**config.mk**
```make
export PLATFORM = sky130hd
export DESIGN_NAME = inst_fetch_unit
export DESIGN_NICKNAME = d
export VERILOG_FILES = /design/src/rtl/inst_fetch_unit.sv
export SDC_FILE = /design/constraint.sdc
export NUM_CORES = 1
export LEC_CHECK = 0
export BUFFER_PORTS_ARGS = -buffer_cell sky130_fd_sc_hd__buf_4
export CAP_MARGIN = 20
export CORE_AREA = 10 10 116 118
export CTS_BUF_LIST = sky130_fd_sc_hd__clkbuf_4
export DETAILED_ROUTE_END_ITERATION = 6
export DIE_AREA = 0 0 126 128
export GPL_TIMING_DRIVEN = 0
export PLACE_DENSITY = 0.79
export SYNTH_ARGS = -nofsm -noshare
export SYNTH_HDL_FRONTEND = slang
export SYNTH_SLANG_ARGS = --single-unit
```
**constraint.sdc**
```tcl
create_clock -name clk_i -period 2.3 [get_ports clk_i]
set_clock_uncertainty 0.15 [all_clocks]
set_input_delay 0.23 -clock clk_i [delete_from_list [all_inputs] [get_ports clk_i]]
set_output_delay 0.23 -clock clk_i [all_outputs]
set_load 0.05 [all_outputs]
```
**src/rtl/inst_fetch_unit.sv**
```systemverilog
// Instruction fetch unit: fetches the instruction at pc_i over a req/ack handshake, presents it
// to the core and computes the next PC (sequential or redirect) for the PC register.
module inst_fetch_unit #(
   parameter int unsigned ADDR_W  = 32,
   parameter int unsigned DATA_W  = 32,
   parameter int unsigned TIMEOUT = 255
) (
   input  logic              clk_i,
   input  logic              rst_i,
   input  logic [ADDR_W-1:0] pc_i,
   output logic [ADDR_W-1:0] pc_next_o,
   output logic              imem_req_o,
   output logic [ADDR_W-1:0] imem_addr_o,
   input  logic              imem_ack_i,
   input  logic [DATA_W-1:0] imem_rdata_i,
   output logic [DATA_W-1:0] instr_o,
   output logic              instr_valid_o,
   input  logic              core_ready_i,
   input  logic              branch_i,
   input  logic [ADDR_W-1:0] branch_target_i,
   output logic              fault_o,
   output logic [1:0]        fault_cause_o,
   output logic [31:0]       retired_cnt_o
);

   localparam logic [7:0] TimeoutCnt  = 8'(TIMEOUT);
   localparam logic [1:0] CauseAlign  = 2'b01;
   localparam logic [1:0] CauseTimout = 2'b10;

   typedef enum logic [1:0] {
      StIdle,
      StReq,
      StValid,
      StFault
   } state_e;

   state_e              state_q, state_d;
   logic [7:0]          wait_q, wait_d;
   logic [DATA_W-1:0]   instr_q, instr_d;
   logic                valid_q, valid_d;
   logic                fault_q, fault_d;
   logic [1:0]          cause_q, cause_d;
   logic [31:0]         retired_q, retired_d;

   always_ff @(posedge clk_i or negedge rst_i) begin
      if (!rst_i) begin
         state_q   <= StIdle;
         wait_q    <= '0;
         instr_q   <= '0;
         valid_q   <= 1'b0;
         fault_q   <= 1'b0;
         cause_q   <= 2'b00;
         retired_q <= '0;
      end else begin
         state_q   <= state_d;
         wait_q    <= wait_d;
         instr_q   <= instr_d;
         valid_q   <= valid_d;
         fault_q   <= fault_d;
         cause_q   <= cause_d;
         retired_q <= retired_d;
      end
   end

   always_comb begin
      state_d     = state_q;
      wait_d      = wait_q;
      instr_d     = instr_q;
      valid_d     = valid_q;
      fault_d     = fault_q;
      cause_d     = cause_q;
      retired_d   = retired_q;
      imem_req_o  = 1'b0;
      imem_addr_o = '0;
      pc_next_o   = pc_i;

      unique case (state_q)
         StIdle: begin
            wait_d  = '0;
            state_d = StReq;
         end

         StReq: begin
            if (pc_i[1:0] != 2'b00) begin
               // Misaligned PC faults without ever touching memory.
               fault_d = 1'b1;
               cause_d = CauseAlign;
               state_d = StFault;
            end else begin
               imem_req_o  = 1'b1;
               imem_addr_o = pc_i;
               if (imem_ack_i) begin
                  // Ack beats a timeout landing in the same cycle.
                  instr_d = imem_rdata_i;
                  valid_d = 1'b1;
                  state_d = StValid;
               end else if (wait_q == TimeoutCnt) begin
                  fault_d = 1'b1;
                  cause_d = CauseTimout;
                  state_d = StFault;
               end else begin
                  wait_d = wait_q + 8'd1;
               end
            end
         end

         StValid: begin
            if (core_ready_i) begin
               pc_next_o = branch_i ? branch_target_i : pc_i + ADDR_W'(4);
               retired_d = retired_q + 32'd1;
               valid_d   = 1'b0;
               wait_d    = '0;
               state_d   = StReq;
            end
         end

         StFault: begin
            state_d = StFault;
         end

         default: begin
            state_d = StIdle;
         end
      endcase
   end

   assign instr_o       = instr_q;
   assign instr_valid_o = valid_q;
   assign fault_o       = fault_q;
   assign fault_cause_o = cause_q;
   assign retired_cnt_o = retired_q;

endmodule

```
After elaboration in Yosys (flattened, before gate mapping):

Cells that the tools add are included.

* bitwise logic cells: 1
* eq/ne operators: 11
* add/sub/neg operators: 3
* multipliers: 0
* muxes and demuxes: 27
* divide/modulo/power cells: 0
* shifts and indexed selects: 0
* reductions and logical operators: 11
* order comparisons: 0

Operator list (count)
* $mux 32: 5
* $add 32x1->32 const B: 1
* $add 32x3->32 const B: 1
* $mux 8: 4
* $pmux 8 s3: 1
* $mux 2: 7
* $ne 2x2->1 const B: 5
* $add 8x1->8 const B: 1
* $eq 8x8->1 const B: 1
* $mux 1: 8
* $pmux 2 s4: 1
* $reduce_and 3->1: 2
* $reduce_bool 2->1: 3
* $reduce_and 5->1: 1
* $eq 2x2->1 const B: 2
* $ne 4x4->1 const B: 1
* $reduce_and 2->1: 2
* $reduce_and 4->1: 1
* $reduce_bool 3->1: 1
* $eq 2x1->1 const B: 1
* $logic_not 2->1: 1
* $ne 2x1->1 const B: 1
* $pmux 1 s2: 1
* $not 1->1: 1

* bits in read-only memories: 0
* memories kept: 0
* logic and storage cells: 60
* bits in registers: 78
* bits in latches: 0
* output and inout bits: 133
* memory bits (writable): 0

Depth between registers and ports, before layout:

Gate-level depths: netlist of the first run.

* depth in word-level cells: 5
* gate-level depth with buffers: 6

Worst setup path after synthesis of the first run:

OpenSTA, ideal clock, no wires.

* path type: input to output
* start: input pc_i[9]
* end: output pc_next_o[29]
* arrival: 2644 ps
* stages on the path: 6
* setup slack: -724 ps
* data required time: 1920 ps
* path through: clkbuf_2 nand4_1 nor4_1 clkbuf_1 a311oi_1 a311oi_1

* cells in the longest elaborated chain, start to end: 4

RTL lines
* from (decl): RTL line 10 `input logic [ADDR_W-1:0] pc_i,`
* $add 32x3->32: RTL line 109 `pc_next_o = branch_i ? branch_target_i : pc_i + ADDR_W'(4);`
* $mux 32: RTL line 109
* $mux 32: RTL line 108 `if (core_ready_i) begin`
* $mux 32: RTL line 77 `unique case (state_q)`
* to (decl): RTL line 11 `output logic [ADDR_W-1:0] pc_next_o,`

No other way between the ends.

Worst setup path in the final report of the first run:

* start: register state_q[0]
* end: output pc_next_o[16]

* cells in the longest elaborated chain, start to end: 2

RTL lines
* from (decl): RTL line 37 `state_e state_q, state_d;`
* from (signal assigned): RTL line 47 `state_q <= StIdle;`
* from (signal assigned): RTL line 55 `state_q <= state_d;`
* $eq 2x2->1: RTL line 77
* $mux 32: RTL line 77

No other way between the ends.

==> results.json, run 1 <==
{
  "dr.pass1.iters": 7,
  "cp_max_fo": 5,
  "grt_overflow": 0,
  "cts_max_level": 3,
  "synth_cell_types": 55,
  "stdcell_count": 1003,
  "arrival_ns": 2.23,
  "violations": "design-rule violations, negative setup slack",
  "grt_use_total": 0.256,
  "crit_chain": "nand3b_1 -> or3_1 -> or4_4 -> nand3_2 -> buf_8",
  "path_clk_slew_ns": 0.13,
  "cellLeakagePower_nw": 4.28,
  "hold_viol_final": 0,
  "synth.yosys.seq_area_share": 0.403,
  "ys_ff_latch": 78,
  "placed_cells": 900,
  "fmax_mhz": 383,
  "worst_pin_slew_ns": 0.955,
  "numCtsBuffers": 9,
  "nets": 958,
  "max_stage_delay_ns": 0.46,
  "hold_class": "primary input to register",
  "cp.buffers_inverters": 1,
  "critPathSlowestCell": "dfrtp_2",
  "n_fill_cell": 663,
  "root_buffer": "clkbuf_4",
  "run_status": "finished with violations",
  "maxCapViolCount": 0,
  "async_flop_share": 1.00,
  "powerDensity_nw_per_um2": 379,
  "boundaryPins": 234,
  "cts_tree": "built",
  "die_h_microns": 128,
  "die_w_microns": 126,
  "grt_pass1_vias": 6136,
  "worst_slack_ns": -0.309,
  "drtIter0Drc": 795,
  "fin_crit_sh": 1.13,
  "antenna_found_initial": 1,
  "slew_headroom": 0.363,
  "wl_met2_microns": 11600,
  "synth_top_flop_cell": "dfrtp_1",
  "port_buffers": 226,
  "core_area_sq_um": 11200,
  "wirelength_microns": 23600,
  "synth_edf_count": 0,
  "highest_layer": "met4",
  "syn_area_sq_um": 4840,
  "clk_latency_ns": 0.44,
  "start_kind": "register",
  "wire_per_inst_microns": 23.6,
  "cts_num_sinks": 78,
  "drt-met1-wl_microns": 8660,
  "rows": 39,
  "final_common_cell": "buf_4",
  "netlist_instances": 530,
  "met3_length_microns": 2480,
  "viasPerCell": 6.11,
  "dr_total_vias": 6130,
  "finalSetupViolCount": 67,
  "final_cell_mix": "buf_4, dfrtp_1, buf_8",
  "grt_pass1_wl_microns": 33700,
  "drive_gt1_frac": 0.549,
  "die_area_sq_um": 16100,
  "start_util": 0.432,
  "antenna_left": 0,
  "whs_ns": 0.0883,
  "route.detailed.drc": 4,
  "ir_drop_v": 0.000481,
  "clk_path_buf_depth": 2,
  "slew_violations": 0,
  "dp_hpwl_microns": 14900,
  "critPathTopFamily": "simple AND/OR/NAND/NOR gates",
  "gp_congestion": 0.922,
  "worstSetupEndpointType": "output port",
  "area_delta_synth_final_pct": 86.0,
  "synth.avg_cell_area_sq_um": 9.14,
  "required_ns": 1.92,
  "period_needed_ns": 2.61,
  "ys_warn_count": 0,
  "rsz0062_at_grt": "yes",
  "grt_max_degree": 79,
  "crit_type": "register to output port"
}
[kinds of logic after synthesis]
kind of cell    count (synthesis)  share of synthesized area
simple gates                  228                      0.267
other cells                     1                   0.000774
xor+xnor                       31                     0.0560
flops                          78                      0.403
buf+inv                        57                     0.0483
fa+ha+maj                       3                    0.00775
mux                            37                     0.0852
compound gates                 95                      0.132
[through the flow]
stage	util	setup TNS (ns)	total power (W)	instance area [sq um]	setup WS, ns
2_1_floorplan	-	-1.62	0.00194	5040	-0.242
4_1_cts	0.728	-4.50	0.00335	8170	-0.267
3_3_place_gp	0.616	-13.17	0.00231	6920	-0.555
6_report	0.803	-11.29	0.00341	9010	-0.309
3_5_place_dp	0.616	-14.65	0.00233	6920	-0.525
5_1_grt	0.803	-16.71	0.00353	9010	-0.390
[state kept, by name, summed over array words and instances, names as in the netlist]
register	cells
wait_q	8
instr_o	32
state_q	2
fault_o	1
fault_cause_o	2
retired_cnt_o	32
instr_valid_o	1
[worst paths after layout]
check | from | endpoint | slack [ns] | depth (start not counted)
hold / removal | pc_i[0] | fault_cause_o[1] | 0.09 | 4
max in group asynchronous | rst_i | state_q[0] | 1.01 | 2
hold reg to reg | retired_cnt_o[31] | retired_cnt_o[31] | 0.34 | 1
min in group asynchronous | rst_i | retired_cnt_o[28] | 0.32 | 2
setup / recovery | state_q[0] | pc_next_o[16] | -0.31 | 5
setup reg to reg | state_q[1] | instr_o[11] | -0.02 | 9
[power by group]
part           switching (W)  internal (W)  total, W
clock               0.000494      0.000452  0.000946
sequential         0.0000335       0.00142   0.00145
combinational       0.000620      0.000392   0.00101
[routing by layer]
layer | GRT usage | vias up
met5 | 0 | -
li1 | - | 2625
met1 | 0.287 | 2952
met2 | 0.435 | 456
met4 | 0.111 | 0
met3 | 0.0856 | 97
[final cells by class]
class,count,area [sq um],share of cell area
multi-input cells,396,3390,0.377
plain buffers,39,354,0.0393
diodes,1,2.50,0.000278
well taps,143,179,0.0199
clock buffers,10,75.1,0.00833
inverters,16,60.1,0.00667
flip-flops and latches,78,1950,0.217
repair buffers,314,2910,0.323
clock inverters,6,85.1,0.00944
[what timing repair did]
action,CTS,global route
resized for setup,154,144
pin swaps,9,26
endpoints found under the hold margin,111,0
setup buffers,17,30
hold buffers,34,0
endpoints found under the setup margin,69,74
cloned,3,5
[worst reg2reg max path, stage by stage (launching register included)]
cell and delay [ns]:
dfrtp_1 0.46, buf_4 0.16, buf_6 0.11, nand2b_4 0.15
nor3_4 0.23, buf_4 0.15, buf_4 0.11, nand2_2 0.13
buf_2 0.27, mux2_2 0.31
[cells in the mapped netlist (11+ instances only)]
master | instances | area, sq um
dfrtp_1 | 78 | 1950
mux2_2 | 34 | 383
nand2_1 | 33 | 124
nand3_1 | 33 | 165
clkbuf_1 | 30 | 113
and2_1 | 29 | 181
nor4_1 | 26 | 163
a21oi_1 | 24 | 120
nor3_1 | 23 | 115
xor2_1 | 22 | 193
o21ai_0 | 21 | 105
nor2_1 | 19 | 71.3
inv_1 | 16 | 60.1
a311oi_1 | 12 | 105
nand4_1 | 12 | 75.1
and3_1 | 11 | 68.8
or3_1 | 11 | 68.8
Note: power is estimated with default switching activity, not from simulation.
==> run 2, diff against run 1 <==
==> config.mk (replaced) <==
export PLATFORM = sky130hd
export DESIGN_NAME = inst_fetch_unit
export DESIGN_NICKNAME = d
export VERILOG_FILES = /design/src/rtl/inst_fetch_unit.sv
export SDC_FILE = /design/constraint.sdc
export NUM_CORES = 1
export LEC_CHECK = 0
export ABC_AREA = 1
export BUFFER_PORTS_ARGS = -buffer_cell sky130_fd_sc_hd__buf_4
export CAP_MARGIN = 20
export CORE_AREA = 10 10 121 123
export CTS_BUF_LIST = sky130_fd_sc_hd__clkbuf_4
export DETAILED_ROUTE_END_ITERATION = 6
export DIE_AREA = 0 0 131 133
export GPL_TIMING_DRIVEN = 0
export PLACE_DENSITY = 0.78
export SYNTH_ARGS = -nofsm -noshare
export SYNTH_HDL_FRONTEND = slang
export SYNTH_SLANG_ARGS = --single-unit
==> results.json, run 2 <==
{
  "fmax_mhz": 445,
  "dr_total_vias": 6742,
  "cts_tree": "built",
  "viasPerCell": 5.03,
  "cts_num_sinks": 78,
  "dr.pass1.iters": 5,
  "final_common_cell": "nand2_1",
  "synth.avg_cell_area_sq_um": 6.22,
  "cp.buffers_inverters": 5,
  "run_status": "finished clean",
  "slew_headroom": 0.342,
  "antenna_left": 0,
  "cellLeakagePower_nw": 4.49,
  "period_needed_ns": 2.25,
  "rows": 41,
  "synth_edf_count": 0,
  "synth_cell_types": 35,
  "rrSetupSlack_ns": 0.26,
  "ir_drop_v": 0.000402,
  "ys_ff_latch": 78,
  "async_flop_share": 1.00,
  "worstSetupEndpointType": "output port",
  "tns_ns": 0,
  "cts_max_level": 3,
  "holdPathStages": 5,
  "wire_per_inst_microns": 16.4,
  "synth.yosys.seq_area_share": 0.362,
  "die_w_microns": 131,
  "nets": 1267,
  "worst_pin_slew_ns": 0.987,
  "powerDensity_nw_per_um2": 385,
  "synth_top_flop_cell": "dfrtp_1",
  "crit_path_start": "core_ready_i",
  "grt_max_degree": 79,
  "ys_warn_count": 0,
  "final_util": 0.681,
  "crit_path_end": "pc_next_o[17]",
  "root_buffer": "clkbuf_4",
  "critPathSlowestCell": "dlygate4sd3_1",
  "yosysMostFrequentCell": "nand2_1",
  "maxCapViolCount": 0,
  "fin_crit_sh": 0.976,
  "start_util": 0.436,
  "stdcell_area_sq_um": 8420,
  "crit_type": "primary input to output port",
  "stdcell_count": 1340,
  "gp_congestion": 0.993,
  "synth_top_area_share": 0.362,
  "synth_top_area_cell": "dfrtp_1",
  "boundaryPins": 234,
  "wirelength_microns": 22000,
  "start_kind": "primary input",
  "arrival_ns": 1.87,
  "rsz0062_at_grt": "yes",
  "critPathTopFamily": "buffers and inverters",
  "max_stage_delay_ns": 0.55,
  "die_area_sq_um": 17400,
  "slew_violations": 0,
  "cp_num_cells": 9,
  "antenna_found_initial": 1,
  "drive_gt1_frac": 0.290,
  "die_h_microns": 133,
  "crit_chain": "dlygate4sd3_1 -> buf_4 -> nand3_4 -> clkinv_4 -> buf_8 -> nand4_1 -> nand2_2 -> a21oi_2 -> buf_6",
  "clk_latency_ns": 0.44,
  "grt_pass1_vias": 6414,
  "dp_hpwl_microns": 16500,
  "rr_endpoint": "retired_cnt_o[24]",
  "r2r_start": "retired_cnt_o[0]",
  "synth_common_cells": "nand2_1, nor2_1, inv_1",
  "placed_area_sq_um": 7350,
  "netlist_instances": 868,
  "final_cell_mix": "nand2_1, buf_4, nor2_1",
  "placed_cells": 1272,
  "numCtsBuffers": 9,
  "required_ns": 1.92,
  "syn_area_sq_um": 5400,
  "hold_viol_final": 0,
  "drtIter0Drc": 564,
  "cp_max_fo": 9,
  "synthTopCellsByArea": "dfrtp_1, nand2_1, nor2_1, inv_1, nand3_1",
  "finalSetupViolCount": 0,
  "r2r_cells": 7,
  "path_clk_slew_ns": 0.13,
  "port_buffers": 231,
  "hold_class": "primary input to register",
  "core_area_sq_um": 12400,
  "grt_use_total": 0.243,
  "grt_pass1_wl_microns": 33700,
  "grt_overflow": 0,
  "clk_path_buf_depth": 2,
  "route.detailed.drc": 0,
  "n_fill_cell": 1056,
  "area_delta_synth_final_pct": 56.1
}
-- run 2: cell types whose count changed after synthesis, moves of 26 or more --
cell,change
nand2_1,+329
nor4_1,-26
mux2_2,-34
inv_1,+65
and2_1,-29
nor2_1,+115
-- run 2: logic make-up (layout without fill, tap and decap cells) --
family	count (synthesis)	after routing	share of synthesized area
AOI/OAI and AO/OA	64	64	0.0673
xor gates and xnor gates	20	20	0.0325
adders and majority gates	3	3	0.00696
buffers and inverters	108	406	0.0779
DFF	78	78	0.362
other	1	3	0.000695
and+or+nand+nor	594	594	0.453
-- run 2: final cells by class --
cell class / count / area [sq um] / area share
multi-input combinational: 683 / 3190 / 0.379
clock buffer: 10 / 75.1 / 0.00892
buffer: 23 / 186 / 0.0221
antenna: 1 / 2.50 / 0.000297
tap: 172 / 215 / 0.0256
sequential: 78 / 1950 / 0.232
clock inverter: 5 / 85.1 / 0.0101
timing repair buffer: 283 / 2380 / 0.283
inverter: 85 / 327 / 0.0388
-- run 2: worst min path at each step --
stage                           from          endpoint
finish                       pc_i[1]           fault_o
global route                 pc_i[1]           fault_o
global placement    imem_rdata_i[22]       instr_o[22]
floorplan                      rst_i  fault_cause_o[0]
detailed placement   imem_rdata_i[4]        instr_o[4]
CTS                          pc_i[1]           fault_o
-- run 2: power breakdown --
part	total [W]	internal, W	switching [W]
Sequential	0.00145	0.00141	0.0000358
Clock	0.000956	0.000451	0.000505
Combinational	0.000835	0.000323	0.000512
-- run 2: worst min-delay path, delay by kind of cell --
family	cells	cell delay, ns
compound gates	1	0.09
simple gates	3	0.25
buf+inv	1	0.09
-- run 2: per-layer routing --
layer,global-route usage,vias to the layer above,wire length (microns)
li1,-,3298,-
met1,0.291,3105,8670
met2,0.408,289,10600
met3,0.0739,50,2010
met4,0.0692,0,675
met5,0,-,0
-- run 2: stage by stage --
step | setup WS [ns] | hold slack [ns] | power [W]
final | 0.0544 | 0.0834 | 0.00324
after global routing | -0.0570 | 0.117 | 0.00338
after CTS | -0.0605 | 0.0542 | 0.00322
after detailed placement | -0.0402 | 0.276 | 0.00221
after global placement | -0.0133 | 0.274 | 0.00220
after floorplan | -0.0733 | -0.216 | 0.00186
-- run 2: repair_timing --
item                                    in CTS  in global routing
resized for setup                           57                 83
hold endpoints to repair                   115                  0
pin swaps                                    6                 12
endpoints found under the setup margin      62                 60
buffers inserted                            11                  5
hold buffers                                36                  0
